<file path="config.mk">
export PLATFORM = sky130hd
export DESIGN_NAME = stopwatch_sequencer
export DESIGN_NICKNAME = d
export VERILOG_FILES = /design/src/rtl/stopwatch_sequencer.sv
export SDC_FILE = /design/constraint.sdc
export NUM_CORES = 1
export LEC_CHECK = 0
export ABC_AREA = 1
export BUFFER_PORTS_ARGS = -buffer_cell sky130_fd_sc_hd__buf_2
export CELL_PAD_IN_SITES_DETAIL_PLACEMENT = 1
export CELL_PAD_IN_SITES_GLOBAL_PLACEMENT = 2
export CORE_AREA = 2 2 60 51
export DETAILED_ROUTE_END_ITERATION = 7
export DIE_AREA = 0 0 62 53
export PLACE_DENSITY_LB_ADDON = 0.05
export SLEW_MARGIN = 25
export SYNTH_ARGS = -nofsm -noshare
export SYNTH_HDL_FRONTEND = slang
export SYNTH_SLANG_ARGS = --single-unit
</file>
<file path="constraint.sdc">
create_clock -name clk -period 1.15 [get_ports clk]
set_input_delay 0.115 -clock clk [delete_from_list [all_inputs] [get_ports clk]]
set_output_delay 0.115 -clock clk [all_outputs]
set_load 0.02 [all_outputs]
</file>
<file path="src/rtl/stopwatch_sequencer.sv">
// Stopwatch run controller: command FSM, increment prescaler and
// lap-display hold control for the counter/display datapath.
module stopwatch_sequencer #(
  parameter int DIV        = 100,
  parameter int HOLD_TICKS = 0
) (
  input  logic       clk,
  input  logic       rst,
  input  logic       start,
  input  logic       stop,
  input  logic       clear,
  input  logic       lap,
  output logic       cnt_inc,
  output logic       cnt_clr,
  output logic       lap_latch,
  output logic       disp_hold,
  output logic [1:0] state
);

  localparam int PW = $clog2(DIV);
  localparam int HW = (HOLD_TICKS > 0) ? $clog2(HOLD_TICKS + 1) : 1;
  localparam logic [PW-1:0] PMAX = PW'(DIV - 1);
  localparam logic [HW-1:0] HMAX =
    HW'((HOLD_TICKS > 0) ? HOLD_TICKS - 1 : 0);

  typedef enum logic [1:0] {
    IDLE  = 2'b00,
    RUN   = 2'b01,
    PAUSE = 2'b10,
    LAP   = 2'b11
  } state_t;

  state_t          st;
  state_t          nxt;
  logic [PW-1:0]   ps;
  logic [HW-1:0]   hc;
  logic            active;
  logic            auto_rel;

  assign active   = (st == RUN) || (st == LAP);
  assign cnt_inc  = active && (ps == PMAX);
  assign auto_rel = (HOLD_TICKS > 0) && (st == LAP)
                    && cnt_inc && (hc == HMAX);
  assign state    = st;

  // clear > stop > start > lap; auto-release folds into the lap path
  always_comb begin
    nxt = st;
    if (clear) begin
      nxt = IDLE;
    end else begin
      case (st)
        IDLE:  if (start) nxt = RUN;
        RUN:   if (stop) nxt = PAUSE;
               else if (lap) nxt = LAP;
        PAUSE: if (start) nxt = RUN;
        LAP:   if (stop) nxt = PAUSE;
               else if (lap || auto_rel) nxt = RUN;
        default: nxt = IDLE;
      endcase
    end
  end

  always_ff @(posedge clk or posedge rst) begin
    if (rst) begin
      st        <= IDLE;
      ps        <= '0;
      hc        <= '0;
      cnt_clr   <= 1'b0;
      lap_latch <= 1'b0;
      disp_hold <= 1'b0;
    end else begin
      st        <= nxt;
      cnt_clr   <= clear;
      lap_latch <= (st == RUN) && (nxt == LAP);
      disp_hold <= (nxt == LAP);
      // PAUSE keeps the partial period so resume continues it
      if (clear || (st == IDLE)) begin
        ps <= '0;
      end else if (active) begin
        ps <= (ps == PMAX) ? '0 : ps + 1'b1;
      end
      if ((nxt == LAP) && (st != LAP)) begin
        hc <= '0;
      end else if ((st == LAP) && cnt_inc) begin
        hc <= hc + 1'b1;
      end
    end
  end

endmodule

</file>
==> results by group <==
Setup path
  – Crit path kind: reg2out
  – WP buf/inv: 2
  – CP Data Arrival Time: ~1.2 ns
  – CP delay by family, top: flip-flops
  – Critical path capture point type: output pin
  – CP Launch Type: flop
  – Req. time, crit path: roughly 1.0 ns
  – Crit-path cells: ha_4 -> nand2_4 -> nor2_4 -> nand3_2 -> inv_2 -> buf_6
  – Crit-path slowest cell: dfrtp_1
  – Critical Path Max Stage Delay: approximately 0.4 ns
  – Critical Path Fanout Max: 2

Floorplanning
  – Core area: 0.00266 sq mm
  – Die height: 53 um
  – Die Width: 62 um
  – Die Area: around 0.0033 sq mm
  – Row cnt: 17
  – # IOs: 12
  – Initial Utilization: 25.3%

STA
  – Final slew viol count: 0
  – Final Hold Fails: 0
  – Setup Viol. Count Final: 7
  – Worst-margin pin slew: between 0.2 and 0.3 ns
  – Crit share post-route: 116%
  – Worst rel slew slack: 81.4%
  – RSZ-0062 raised after global routing: yes
  – Fmax: 0.747 GHz
  – Clk_skew: 0.00312 ns
  – Final hold slack: just over 0.06 ns
  – Min Tclk post-route: 1.34 ns
  – Setup ws final: -0.189 ns

Power and ir drop
  – Pwr dens: between 900 and 1000 mW/mm^2
  – Overall power: 917 uW
  – Max IR drop VDD: ~0.00047 V
  – Leak pwr: roughly 0.0005 uW

Global route
  – Remaining global-route overflow: 0
  – Initial antenna violation count: 0
  – Global-route wire length before repair: ~3200 um
  – Largest net degree at the start of global routing: 13
  – All-Layer GR Usage: 14.4%
  – Number of global-route vias before repair: 700

Logic synthesis
  – Netlist Area Pre-Place: 672 sq um
  – Synth top cells by count: nand2_1, inv_1, nor2_1, dfrtp_1, nand3_1
  – Yosys top cell area share: 44.7%
  – Syn Nets: around 100
  – Most frequent cell after synthesis: nand2_1
  – Mapped Avg Cell Area: ~7.1 sq um
  – Synth Warn #: 0
  – Cell variety after synth: 15
  – Synthesized flop and latch total: 12
  – Count of flip-flops with a built-in enable after synthesis: 0
  – Asr flop ratio synth: 100%
  – Top post-synthesis cells by area: dfrtp_1, nand2_1, inv_1
  – Seq/Total Area, Yosys: between 40% and 50%
  – Leading area contributor after synthesis: dfrtp_1
  – Synthesized instance count: 95
  – Main synth FF type: dfrtp_1

Layout
  – Area grow syn2layout: 46.4%
  – Final net count: around 130
  – Diodes inserted: 0
  – Fillers: ~320
  – Layout cells sized above 1: 36.4%
  – Multi-input logic area: between 300 and 400 sq um
  – FF+latch area: around 300 sq um

Clock network
  – CTS Buf Count: 3
  – Htree depth: 1
  – CTS Buffer Depth: 2
  – CTS tree: built
  – Clock Latency Late Sink: between 0.2 and 0.3 ns
  – CTS Sinks: 12
  – Root buffer cell: clkbuf_4
  – Clock slew at reported path FFs: approximately 0.090 ns

Drt
  – DRC Markers: 0
  – Vias post-DR: 660
  – Initial DRC count: 10
  – Avg Vias per Cell: between 4 and 5
  – Remaining antenna violation count after routing: 0
  – Routed WL: about 1900 um
  – First-pass DRT Iterations: 4
  – Per-cell routed wire length: 12.0 um

Min path
  – Worst Hold Class: in2reg

Place
  – Input/output buffers: 11
  – Detailed Place HPWL: 1310 um
  – Gp weighted congestion: ~0.7

Outcome
  – Violated checks: negative setup slack
  – Status: complete, but fails checks

Job
  – Max-cap violations: 0
state kept, by name (all words and copies together), names as in the netlist:
signal,flops
lap_latch,1
state,2
cnt_clr,1
disp_hold,1
ps,7
final timing paths:
path	start	to	slack (ns)	cells after the start
max in group asynchronous	rst	state[0]	0.63	4
hold / removal	clear	state[0]	0.06	2
min in group asynchronous	rst	state[0]	0.35	4
hold reg to reg	state[0]	state[0]	0.63	3
setup / recovery	ps[1]	cnt_inc	-0.19	6
setup reg to reg	ps[1]	ps[3]	-0.14	8
worst reg2reg max path, cell delays in order, from the launching register on:
cell	delay [ns]
dfrtp_1	0.40
ha_4	0.16
nand2_4	0.05
nor2_4	0.08
nand3_2	0.09
buf_4	0.16
buf_6	0.12
nand2_4	0.07
nor2_1	0.06
power breakdown:
part / leakage [uW] / internal, uW / switching (uW)
registers: 0.000162 / 431 / 7.33
clock network: 0.0000210 / 193 / 161
logic: 0.000324 / 49.0 / 76.2
cell families (layout without fill, tap and decap cells):
logic type,count (synthesis),in the layout,synth area share (%)
AO/OA/AOI/OAI,4,4,3.54
adder cells (fa/ha/maj),1,1,1.86
buffers and inverters,22,48,13.4
flip-flops,12,12,44.7
AND/OR/NAND/NOR,56,56,36.5
per-stage QoR:
stage                     util (%)  std cells  TNS [ns]  setup slack, ns  area, sq um
after floorplan                  -         95         0           0.0447          673
after global placement        30.2        148    -0.132          -0.0477          802
after detailed placement      30.2        148    -0.263          -0.0753          802
after CTS                     35.3        157    -0.517           -0.228          940
after global routing          37.0        159     -1.75           -0.293          983
final                         37.0        159    -0.923           -0.189          983
per-layer routing:
layer	share of wire, %	wire length (um)	vias to the layer above	GRT usage [%]
li1	-	-	337	-
met5	0	0	-	0
met3	3.3	63	2	5.13
met1	51	976	311	19.8
met4	0.89	17	0	4.26
met2	45	853	10	20.8
cells in the final DEF (no fill, tap or decap), types with 3 or more instances in the layout:
cell	Yosys	routed
inv_2	1	3
nor2_4	0	3
dfrtp_1	12	11
nor2_1	13	11
buf_4	0	10
nand3_1	12	8
inv_1	20	17
buf_2	0	9
nand3_2	1	4
nand2_1	26	25
clkbuf_4	0	3
cell type report:
cell class                      instances  area share (%)
Multi-Input combinational cell         61            36.0
Inverter                               21            8.27
Timing Repair Buffer                   23            16.5
Tap cell                               38            4.83
Sequential cell                        12            30.7
Clock buffer                            4            3.69
timing repair:
| item | CTS | global route |
|---|---|---|
| hold buffers | 2 | 0 |
| pin swaps | 4 | 7 |
| endpoints found under the hold margin | 13 | 0 |
| resized for setup | 15 | 8 |
| setup endpoints to repair | 7 | 11 |
| buffers inserted | 5 | 2 |
No activity file was read; power rests on OpenSTA's default activity.
